[src/rtl/clmul_seq_if.sv]
// clmul_seq_if: handshake bundle for the sequential carry-less multiplier.
//   W          operand width in bits
//   in_valid   producer -> block : operand pair a/b valid
//   in_ready   block -> producer : block accepts operands
//   a, b       producer -> block : multiplicand / multiplier (W bits)
//   out_valid  block -> consumer : product valid
//   out_ready  consumer -> block : consumer accepts product
//   product    block -> consumer : carry-less product (2W bits)
//   busy       block -> anyone   : operation in flight or result pending
// Modports: master = producer/consumer side, slave = multiplier side.
interface clmul_seq_if #(
    parameter int unsigned W = 4
);
    logic             in_valid;
    logic             in_ready;
    logic [W-1:0]     a;
    logic [W-1:0]     b;
    logic             out_valid;
    logic             out_ready;
    logic [2*W-1:0]   product;
    logic             busy;

    modport master (
        output in_valid, a, b, out_ready,
        input  in_ready, out_valid, product, busy
    );

    modport slave (
        input  in_valid, a, b, out_ready,
        output in_ready, out_valid, product, busy
    );
endinterface

[src/rtl/clmul_seq.sv]
// clmul_seq: iterative GF(2) (carry-less) multiplier, one multiplier bit per
// cycle, valid/ready handshakes on input and output.
// Ports:
//   clk  - clock, all state updates on the rising edge
//   rst  - synchronous active-high reset
//   bus  - clmul_seq_if.slave: in_valid/in_ready/a/b in, out_valid/out_ready/
//          product out, busy
// Parameters:
//   W    - operand width (>= 2); product is 2W bits, product[2W-1] always 0
// Optional feature macro:
//   CLMUL_SEQ_EARLY_EXIT_EN - end RUN as soon as the remaining multiplier
//   bits are all zero (latency max(1, msb(b)+1) instead of W).
module clmul_seq #(
    parameter int unsigned W = 4
) (
    input  logic        clk,
    input  logic        rst,
    clmul_seq_if.slave  bus
);
    localparam int unsigned CW = $clog2(W + 1);

    typedef enum logic [1:0] {
        S_IDLE = 2'd0,
        S_RUN  = 2'd1,
        S_DONE = 2'd2
    } state_t;

    state_t           r_state;
    state_t           w_state_nxt;
    logic [2*W-1:0]   r_mcand;
    logic [W-1:0]     r_mplr;
    logic [2*W-1:0]   r_acc;
    logic [CW-1:0]    r_cnt;
    logic [2*W-1:0]   r_product;

    logic [2*W-1:0]   w_acc_nxt;
    logic [W-1:0]     w_mplr_shr;
    logic             w_last;

    // This iteration's accumulator includes the partial product selected by
    // the current multiplier LSB; the final iteration stores it directly.
    assign w_acc_nxt  = r_acc ^ ({(2*W){r_mplr[0]}} & r_mcand);
    assign w_mplr_shr = r_mplr >> 1;

`ifdef CLMUL_SEQ_EARLY_EXIT_EN
    // Once no multiplier bits remain, further iterations XOR nothing.
    assign w_last = (r_cnt == CW'(W - 1)) || (w_mplr_shr == '0);
`else
    assign w_last = (r_cnt == CW'(W - 1));
`endif

    // State register
    always_ff @(posedge clk) begin
        if (rst) begin
            r_state <= S_IDLE;
        end else begin
            r_state <= w_state_nxt;
        end
    end

    // Next-state logic
    always_comb begin
        w_state_nxt = r_state;
        case (r_state)
            S_IDLE:  if (bus.in_valid) w_state_nxt = S_RUN;
            S_RUN:   if (w_last)       w_state_nxt = S_DONE;
            S_DONE:  if (bus.out_ready) w_state_nxt = S_IDLE;
            default: w_state_nxt = S_IDLE;
        endcase
    end

    // Datapath
    always_ff @(posedge clk) begin
        if (rst) begin
            r_mcand   <= '0;
            r_mplr    <= '0;
            r_acc     <= '0;
            r_cnt     <= '0;
            r_product <= '0;
        end else begin
            case (r_state)
                S_IDLE: begin
                    if (bus.in_valid) begin
                        r_mcand <= {{W{1'b0}}, bus.a};
                        r_mplr  <= bus.b;
                        r_acc   <= '0;
                        r_cnt   <= '0;
                    end
                end
                S_RUN: begin
                    r_acc   <= w_acc_nxt;
                    r_mcand <= r_mcand << 1;
                    r_mplr  <= w_mplr_shr;
                    r_cnt   <= r_cnt + CW'(1);
                    if (w_last) begin
                        r_product <= w_acc_nxt;
                    end
                end
                default: ;
            endcase
        end
    end

    // Status outputs depend on the state register only
    assign bus.in_ready  = (r_state == S_IDLE);
    assign bus.out_valid = (r_state == S_DONE);
    assign bus.busy      = (r_state == S_RUN) || (r_state == S_DONE);
    assign bus.product   = r_product;

endmodule

[src/flat_wrapper.sv]
// flat-port wrapper written by rule: the top's interface ports become plain ports
module clmul_seq_flat 
#(
    parameter int unsigned W = 4
)
  (clk, rst, bus_in_valid, bus_a, bus_b, bus_out_ready, bus_in_ready, bus_out_valid, bus_product, bus_busy);
  clmul_seq_if #(.W(W)) bus_i ();
  input  logic clk;
  input  logic rst;
  input wire logic [$bits(bus_i.in_valid)-1:0] bus_in_valid;
  input wire logic [$bits(bus_i.a)-1:0] bus_a;
  input wire logic [$bits(bus_i.b)-1:0] bus_b;
  input wire logic [$bits(bus_i.out_ready)-1:0] bus_out_ready;
  output wire logic [$bits(bus_i.in_ready)-1:0] bus_in_ready;
  output wire logic [$bits(bus_i.out_valid)-1:0] bus_out_valid;
  output wire logic [$bits(bus_i.product)-1:0] bus_product;
  output wire logic [$bits(bus_i.busy)-1:0] bus_busy;
  assign bus_i.in_valid = bus_in_valid;
  assign bus_i.a = bus_a;
  assign bus_i.b = bus_b;
  assign bus_i.out_ready = bus_out_ready;
  assign bus_in_ready = bus_i.in_ready;
  assign bus_out_valid = bus_i.out_valid;
  assign bus_product = bus_i.product;
  assign bus_busy = bus_i.busy;
  clmul_seq #(.W(W)) u_core (.clk(clk), .rst(rst), .bus(bus_i));
endmodule
[config.mk]
export PLATFORM = sky130hd
export DESIGN_NAME = clmul_seq_flat
export DESIGN_NICKNAME = d
export VERILOG_FILES = /design/src/rtl/clmul_seq_if.sv /design/src/rtl/clmul_seq.sv /design/src/flat_wrapper.sv
export SDC_FILE = /design/constraint.sdc
export NUM_CORES = 1
export LEC_CHECK = 0
export CORE_MARGIN = 2
export CORE_UTILIZATION = 32
export CTS_CLUSTER_SIZE = 24
export DETAILED_ROUTE_END_ITERATION = 8
export PLACE_DENSITY = 0.54
export SYNTH_ARGS = -nofsm -noshare
export SYNTH_HDL_FRONTEND = slang
export SYNTH_SLANG_ARGS = --single-unit
[constraint.sdc]
create_clock -name clk -period 2.2 [get_ports clk]
set_input_delay 0.33 -clock clk [delete_from_list [all_inputs] [get_ports clk]]
set_output_delay 0.33 -clock clk [all_outputs]
set_load 0.03 [all_outputs]
==> report_table.html, run 1 <==
<table>
<tr><th>Metric</th><th>Value</th></tr>
<tr><th colspan="2">Place</th></tr>
<tr><td>Post-place instance area</td><td>2040 um2</td></tr>
<tr><td>Post-DP HPWL</td><td>2480 um</td></tr>
<tr><td>Number of buffers inserted by port buffering</td><td>22</td></tr>
<tr><td>Routability congestion estimate from global placement</td><td>0.757</td></tr>
<tr><td>Number of cells after detailed placement</td><td>269</td></tr>
<tr><td>Setup slack at placement</td><td>0.341 ns</td></tr>
<tr><th colspan="2">Power</th></tr>
<tr><td>Pwr/cell area</td><td>1000 nW/um2</td></tr>
<tr><td>Static leakage</td><td>0.738 nW</td></tr>
<tr><td>Worst IR drop on VDD</td><td>897 uV</td></tr>
<tr><th colspan="2">Finish</th></tr>
<tr><td>Most frequent standard cell in the layout excluding fill and tap cells</td><td>sky130_fd_sc_hd__dfxtp_1</td></tr>
<tr><td>Proportion of layout cells with a drive suffix above 1</td><td>15.1%</td></tr>
<tr><td>Sequential cell area</td><td>661 um2</td></tr>
<tr><td># diodes</td><td>0</td></tr>
<tr><td>Final Non-Filler Cells</td><td>277</td></tr>
<tr><td>Final-stage net count</td><td>221</td></tr>
<tr><td>Filler instances</td><td>555</td></tr>
<tr><td>Post-layout util</td><td>39.6%</td></tr>
<tr><td>Final standard cell area without fillers</td><td>2150 um2</td></tr>
<tr><td>Area Overhead vs Synth</td><td>21.6%</td></tr>
<tr><td>Commonest cells after routing, fill and taps aside</td><td>sky130_fd_sc_hd__dfxtp_1 (33), sky130_fd_sc_hd__clkdlybuf4s50_1 (22), sky130_fd_sc_hd__nor2_1 (17)</td></tr>
<tr><td>Area used by multi-input combinational logic</td><td>976 um2</td></tr>
<tr><th colspan="2">Critical path</th></tr>
<tr><td>Worst setup path category</td><td>reg -&gt; out</td></tr>
<tr><td>R2r endpoint</td><td>u_core.r_mplr[2]$_SDFFE_PP0P_</td></tr>
<tr><td>Cell-by-cell listing of the critical path</td><td>inv_1, ha_1, clkdlybuf4s50_1</td></tr>
<tr><td>Number of cells traversed by the worst register-to-register path</td><td>7</td></tr>
<tr><td>Slack of the worst reg-to-reg path</td><td>0.46 ns</td></tr>
<tr><td>Combined buffer and inverter count along the critical path</td><td>2</td></tr>
<tr><td>Max incr delay on CP</td><td>0.72 ns</td></tr>
<tr><td>Cell count along the critical path</td><td>3</td></tr>
<tr><td>Crit-path max FO</td><td>6</td></tr>
<tr><td>Gate family responsible for the most delay along the worst path</td><td>buffers and inverters</td></tr>
<tr><td>Cell with the largest stage delay on the worst path</td><td>sky130_fd_sc_hd__clkdlybuf4s50_1</td></tr>
<tr><td>Crit path from</td><td>u_core.r_state[1]$_SDFFE_PP0P_</td></tr>
<tr><td>Crit path launch type</td><td>flop</td></tr>
<tr><td>Worst EP required</td><td>1.87 ns</td></tr>
<tr><td>CP arrival</td><td>1.69 ns</td></tr>
<tr><td>Category of the worst setup path capture point</td><td>primary output</td></tr>
<tr><td>Reg-to-reg critical path startpoint</td><td>u_core.r_state[1]$_SDFFE_PP0P_</td></tr>
<tr><th colspan="2">Floorplan</th></tr>
<tr><td>Overall die area</td><td>6140 um2</td></tr>
<tr><td>Placement row count</td><td>27</td></tr>
<tr><td>Die span in x</td><td>78.4 um</td></tr>
<tr><td>Effective utilization at floorplan</td><td>32.6%</td></tr>
<tr><td>I/O pins</td><td>23</td></tr>
<tr><td>Standard cell core area</td><td>5440 um2</td></tr>
<tr><td>Chip Height</td><td>78.4 um</td></tr>
<tr><th colspan="2">Synthesis</th></tr>
<tr><td>Share of synthesized area occupied by flip-flops and latches</td><td>37.3%</td></tr>
<tr><td>Post-synthesis area per instance</td><td>9.84 um2</td></tr>
<tr><td>Total number of yosys warnings</td><td>0</td></tr>
<tr><td>Number of distinct library cells after synthesis</td><td>32</td></tr>
<tr><td>Share of the synthesized area in the top cell type</td><td>37.3%</td></tr>
<tr><td>Most area-hungry cell type in the Yosys netlist</td><td>sky130_fd_sc_hd__dfxtp_1</td></tr>
<tr><td>Dominant cells by area after synthesis</td><td>sky130_fd_sc_hd__dfxtp_1 (37%), sky130_fd_sc_hd__mux2i_1 (7.3%), sky130_fd_sc_hd__a221o_1 (5.1%)</td></tr>
<tr><td>Syn Nets</td><td>197</td></tr>
<tr><td>Flip-flop and latch count after synthesis</td><td>33</td></tr>
<tr><td>Synthesized instance count</td><td>180</td></tr>
<tr><td>Area of the mapped netlist</td><td>1770 um2</td></tr>
<tr><th colspan="2">Timing</th></tr>
<tr><td>Maximum clock rate</td><td>494 MHz</td></tr>
<tr><td>Shortest clock period the worst path allows after layout</td><td>2.02 ns</td></tr>
<tr><td>Worst rel slew slack</td><td>62.4%</td></tr>
<tr><td>Slew at the pin closest to its max-slew limit</td><td>0.565 ns</td></tr>
<tr><td>Maximum clock skew at final layout</td><td>0.00506 ns</td></tr>
<tr><td>Total setup violations reported at the end of the flow</td><td>0</td></tr>
<tr><td>Final Cycle Share</td><td>92.0%</td></tr>
<tr><td>Unrepaired setup endpoints after global routing</td><td>no</td></tr>
<tr><td>Crit path setup slack, layout</td><td>0.177 ns</td></tr>
<tr><td>Number of endpoints with negative hold slack in the final report</td><td>0</td></tr>
<tr><td>Setup tns final</td><td>0 ns</td></tr>
<tr><td>Final Max Tran Viols</td><td>0</td></tr>
<tr><th colspan="2">Clock tree</th></tr>
<tr><td>Level count of the clock H-tree</td><td>2</td></tr>
<tr><td>Post-CTS Setup Repair Bufs</td><td>0</td></tr>
<tr><td>CTS tree</td><td>built</td></tr>
<tr><td>Cell at the root of the clock tree</td><td>sky130_fd_sc_hd__clkbuf_8</td></tr>
<tr><td>Clock-pin slew on the worst setup and hold paths</td><td>0.07 ns</td></tr>
<tr><td>Clock Path Buffers</td><td>2</td></tr>
<tr><td>Insertion delay of the later-clocked pin in the worst-skew pair</td><td>0.29 ns</td></tr>
<tr><td>Post-cts gate resize count</td><td>0</td></tr>
<tr><td>Number of buffers inserted by hold repair at cts</td><td>0</td></tr>
<tr><td>Total clock buffers created by CTS</td><td>5</td></tr>
<tr><td>Clock net sink count</td><td>33</td></tr>
<tr><th colspan="2">Drt</th></tr>
<tr><td>DR DRC count</td><td>0</td></tr>
<tr><td>Number of design-rule violations left by the first detailed-router iteration</td><td>46</td></tr>
<tr><td>Count of TritonRoute iterations in the first routing pass</td><td>4</td></tr>
<tr><td>Drt via density</td><td>4.82</td></tr>
<tr><td>Detail-routed net length per standard cell</td><td>12.8 um</td></tr>
<tr><td>Detail Route Antenna Nets</td><td>0</td></tr>
<tr><td>DR vias</td><td>1336</td></tr>
<tr><td>Wire length reported by the detailed router</td><td>3540 um</td></tr>
<tr><th colspan="2">Status</th></tr>
<tr><td>Result of the run</td><td>finished, final reports clean</td></tr>
<tr><th colspan="2">Global routing</th></tr>
<tr><td>Vias in the first global route</td><td>1276</td></tr>
<tr><td>First-pass GRT wire length</td><td>6140 um</td></tr>
<tr><td>Global-route usage over all layers</td><td>12.9%</td></tr>
<tr><td>Maximum number of pins on one net before global-route repair</td><td>17</td></tr>
<tr><td>Overflow left after global routing</td><td>0</td></tr>
<tr><td>Number of antenna violations at the first check in global routing</td><td>0</td></tr>
<tr><th colspan="2">Flow run</th></tr>
<tr><td># Max-Cap Violations</td><td>0</td></tr>
<tr><th colspan="2">Worst hold path</th></tr>
<tr><td>Depth of the worst hold-timing path</td><td>2</td></tr>
<tr><td>Critical hold path startpoint</td><td>u_core.bus.product[4]$_SDFFE_PP0P_</td></tr>
<tr><td>Hold path endpoint</td><td>u_core.bus.product[4]$_SDFFE_PP0P_</td></tr>
<tr><td>Tightest Hold Check Type</td><td>reg -&gt; reg</td></tr>
</table>
-- worst max path at each step --
stage	slack [ns]	to
3_3_place_gp	0.38	u_core.r_acc[5]$_SDFFE_PP0P_
3_5_place_dp	0.34	u_core.r_acc[7]$_SDFFE_PP0P_
6_report	0.18	bus_in_ready
2_1_floorplan	0.53	u_core.r_acc[0]$_SDFFE_PP0P_
4_1_cts	0.15	bus_in_ready
5_1_grt	0.08	bus_in_ready
-- layer usage --
metal | vias up | routed length, um | global-route usage, %
met5 | - | 0 | 0
met2 | 24 | 1490 | 19.5
met4 | 0 | 72 | 6.32
met3 | 8 | 158 | 3.68
li1 | 701 | - | -
met1 | 603 | 1810 | 16.7
-- where the power goes --
group | total, mW | internal, mW | leakage [nW] | switching [mW]
Sequential | 0.767 | 0.683 | 0.268 | 0.0839
Clock | 0.594 | 0.369 | 0.0585 | 0.224
Combinational | 0.797 | 0.342 | 0.411 | 0.455
Total | 2.16 | 1.39 | 0.738 | 0.763
-- synthesized netlist by cell type --
cell	n
sky130_fd_sc_hd__buf_8	1
sky130_fd_sc_hd__nor4_2	3
sky130_fd_sc_hd__inv_1	5
sky130_fd_sc_hd__buf_4	4
sky130_fd_sc_hd__a2111oi_2	1
sky130_fd_sc_hd__mux2_4	1
sky130_fd_sc_hd__clkbuf_1	3
sky130_fd_sc_hd__a211oi_2	6
sky130_fd_sc_hd__nor2_1	17
sky130_fd_sc_hd__nor2b_4	1
sky130_fd_sc_hd__a21oi_1	7
sky130_fd_sc_hd__buf_2	2
sky130_fd_sc_hd__nand2b_1	5
sky130_fd_sc_hd__nor2b_1	1
sky130_fd_sc_hd__nor4_1	5
sky130_fd_sc_hd__mux2i_1	13
sky130_fd_sc_hd__a211oi_1	8
sky130_fd_sc_hd__nand2_1	11
sky130_fd_sc_hd__nor2_4	2
sky130_fd_sc_hd__xnor2_1	1
sky130_fd_sc_hd__a221o_1	9
sky130_fd_sc_hd__o32a_1	1
sky130_fd_sc_hd__or2b_1	1
sky130_fd_sc_hd__inv_2	1
sky130_fd_sc_hd__and2_1	9
sky130_fd_sc_hd__xor2_1	8
sky130_fd_sc_hd__or2_0	5
sky130_fd_sc_hd__dfxtp_1	33
sky130_fd_sc_hd__a311oi_1	2
sky130_fd_sc_hd__a32oi_1	5
sky130_fd_sc_hd__ha_1	5
sky130_fd_sc_hd__buf_6	4
-- kinds of logic (layout without fill, tap and decap cells) --
logic type	count (synthesis)	in the layout	share of synthesized area (%)
and+or+nand+nor	60	60	19.4
AOI/OAI and AO/OA	39	39	19.6
DFF	33	33	37.3
buffers and inverters	20	45	7.56
muxes	14	14	8.20
xor gates and xnor gates	9	9	4.45
adders and majority gates	5	5	3.53
-- layout make-up --
cell class / instances / share of cell area [%]
timing repair buffer: 31 / 13.4
multi-input combinational: 127 / 45.3
tap: 72 / 4.18
inverter: 6 / 1.05
clock inverter: 1 / 1.39
clock buffer: 7 / 4.01
sequential: 33 / 30.7
-- registers in the layout, indices dropped and copies added (netlist names) --
| name | flops |
|---|---|
| u_core.r_mcand | 8 |
| u_core.r_acc | 8 |
| u_core.r_state | 2 |
| u_core.r_mplr | 4 |
| u_core.bus.product | 8 |
| u_core.r_cnt | 3 |
-- metrics by stage --
| step | power (mW) | hold slack, ns |
|---|---|---|
| floorplan | 1.41 | 0.469 |
| global placement | 1.58 | 0.492 |
| detailed placement | 1.58 | 0.493 |
| CTS | 2.19 | 0.503 |
| global route | 2.29 | 0.518 |
| finish | 2.16 | 0.500 |
-- worst reg2reg max path, stage by stage, from the launching register on --
cell	delay, ns
sky130_fd_sc_hd__dfxtp_1	0.34
sky130_fd_sc_hd__inv_1	0.08
sky130_fd_sc_hd__ha_1	0.27
sky130_fd_sc_hd__buf_4	0.22
sky130_fd_sc_hd__mux2_4	0.34
sky130_fd_sc_hd__buf_4	0.20
sky130_fd_sc_hd__nor2_1	0.13
sky130_fd_sc_hd__a211oi_2	0.06
Note: power is estimated with default switching activity, not from simulation.
==> run 2, diff against run 1 <==
Settings changed: ABC_CLOCK_PERIOD_IN_PS set to 2200, CTS_CLUSTER_DIAMETER set to 50, SETUP_SLACK_MARGIN set to 0.02.
==> results of run 2 <==
Final layout, timing and power as in run 1 (identical DEF).
==> RTL change, RTL diff (flow settings as in run 2) <==
`W` is set to 4 in 3 places; all go to 2.
--- a/src/rtl/clmul_seq_if.sv
+++ b/src/rtl/clmul_seq_if.sv
@@ -11,3 +11,3 @@
 interface clmul_seq_if #(
-    parameter int unsigned W = 4
+    parameter int unsigned W = 2
 );
--- a/src/rtl/clmul_seq.sv
+++ b/src/rtl/clmul_seq.sv
@@ -13,3 +13,3 @@
 module clmul_seq #(
-    parameter int unsigned W = 4
+    parameter int unsigned W = 2
 ) (
--- a/src/flat_wrapper.sv
+++ b/src/flat_wrapper.sv
@@ -3,3 +3,3 @@
 #(
-    parameter int unsigned W = 4
+    parameter int unsigned W = 2
 )
Interface: changed (resized bus_a, bus_b and bus_product); port bits go from 23 to 15. No check against the original RTL was run, so the function may have changed too.
==> RTL change against run 2 <==
Power down 44%. Area after synthesis decreased by 48%. Sequential cell count decreased by 15. Sequential share of layout area increased by 1.5 points. Setup slack gained 11 ps. Register-to-register slack improved by 40 ps. Cell count down 47%. Design area down 48%. Global-route usage is 0.65 points lower. Critical path type unchanged. Wire length is 47% lower.
==> RTL change: results (changes against run 2) <==
pwr-share-seq: 0.354  # -0.002
status: "completed"
num_vias: 772  # -42%
h-tree-depth: 1  # -1
period_share: 0.915  # -0.00508
placed_cell_area_um2: 1080  # -47%
slowest_delay_ps: 660  # -60 ps
hold_path_end: "u_core.r_mplr[1]"
wire_per_inst_um: 12.6  # -1.0%
rows: 19  # -30%
fillCellCount: 277  # -50%
grt_pass1_vias: 729  # -43%
inverters_excl_clock: 4  # -2
drt-met1-wl_um: 890  # -51%
nNetsFinal: 130  # -41%
grt_first_pass_wirelength_um: 3150  # -49%
worstPathMaxFanout: 3  # -3
pre_cts_ws_ps: 397  # +55.3 ps
gp_congestion: 0.671  # -11%
drt-initial-drc-count: 12  # -74%
wl_um: 1870  # -47%
buffers: 16  # -48%
crit_start: "u_core.r_state[0]"
p_sw_mw: 0.488  # -36%
port_buffers: 14  # -36%
multi_input_gates: 75  # -41%
ir_drop_uv: 410  # -54%
buf_share: 0.141  # +0.00730
synthesis.nets: 116  # -41%
drive_gt1_frac: 0.103  # -0.0487
p_per_area_nw_per_um2: 1070  # +7.0%
clock_power_mw: 0.205  # -65%
multi_input_area_um2: 510  # -48%
ys_seq_elements: 18  # -45%
nClkBuffers: 4  # -3
ys_types: 29  # -9.4%
min_from: "u_core.r_mplr[1]"
root_buffer: "clkbuf_4"
grt_use_total: 0.122  # -0.00652
dr_wl_met2_um: 898  # -40%
## RTL change: changes by cell type after synthesis, moves of 5 or more
cell | run 2 | this run
a31oi_1 | 0 | 5
or2_0 | 5 | 0
dfxtp_1 | 33 | 18
mux2i_1 | 13 | 2
and2_1 | 9 | 1
a21oi_1 | 7 | 2
nor4_1 | 5 | 0
a221o_1 | 9 | 0
nor2_1 | 17 | 9
nand3_1 | 0 | 7
## RTL change: cells by family after synthesis
kind of cell / synth area share
AOI/OAI and AO/OA: 0.158
xor gates and xnor gates: 0.0378
adders and majority gates: 0.0541
DFF: 0.389
buffers and inverters: 0.0595
and+or+nand+nor: 0.249
muxes: 0.0527
## RTL change: what timing repair did
| action | in CTS | in global routing |
|---|---|---|
| setup buffers | 0 | 0 |
| hold endpoints to repair | 0 | 0 |
| gates resized for setup | 0 | 1 |
| endpoints found under the setup margin | 0 | 1 |
## RTL change: routing by layer
metal,up-vias,track usage
li1,397,-
met1,366,0.148
met2,7,0.203
met3,2,0.0223
met4,0,0.0698
met5,-,0
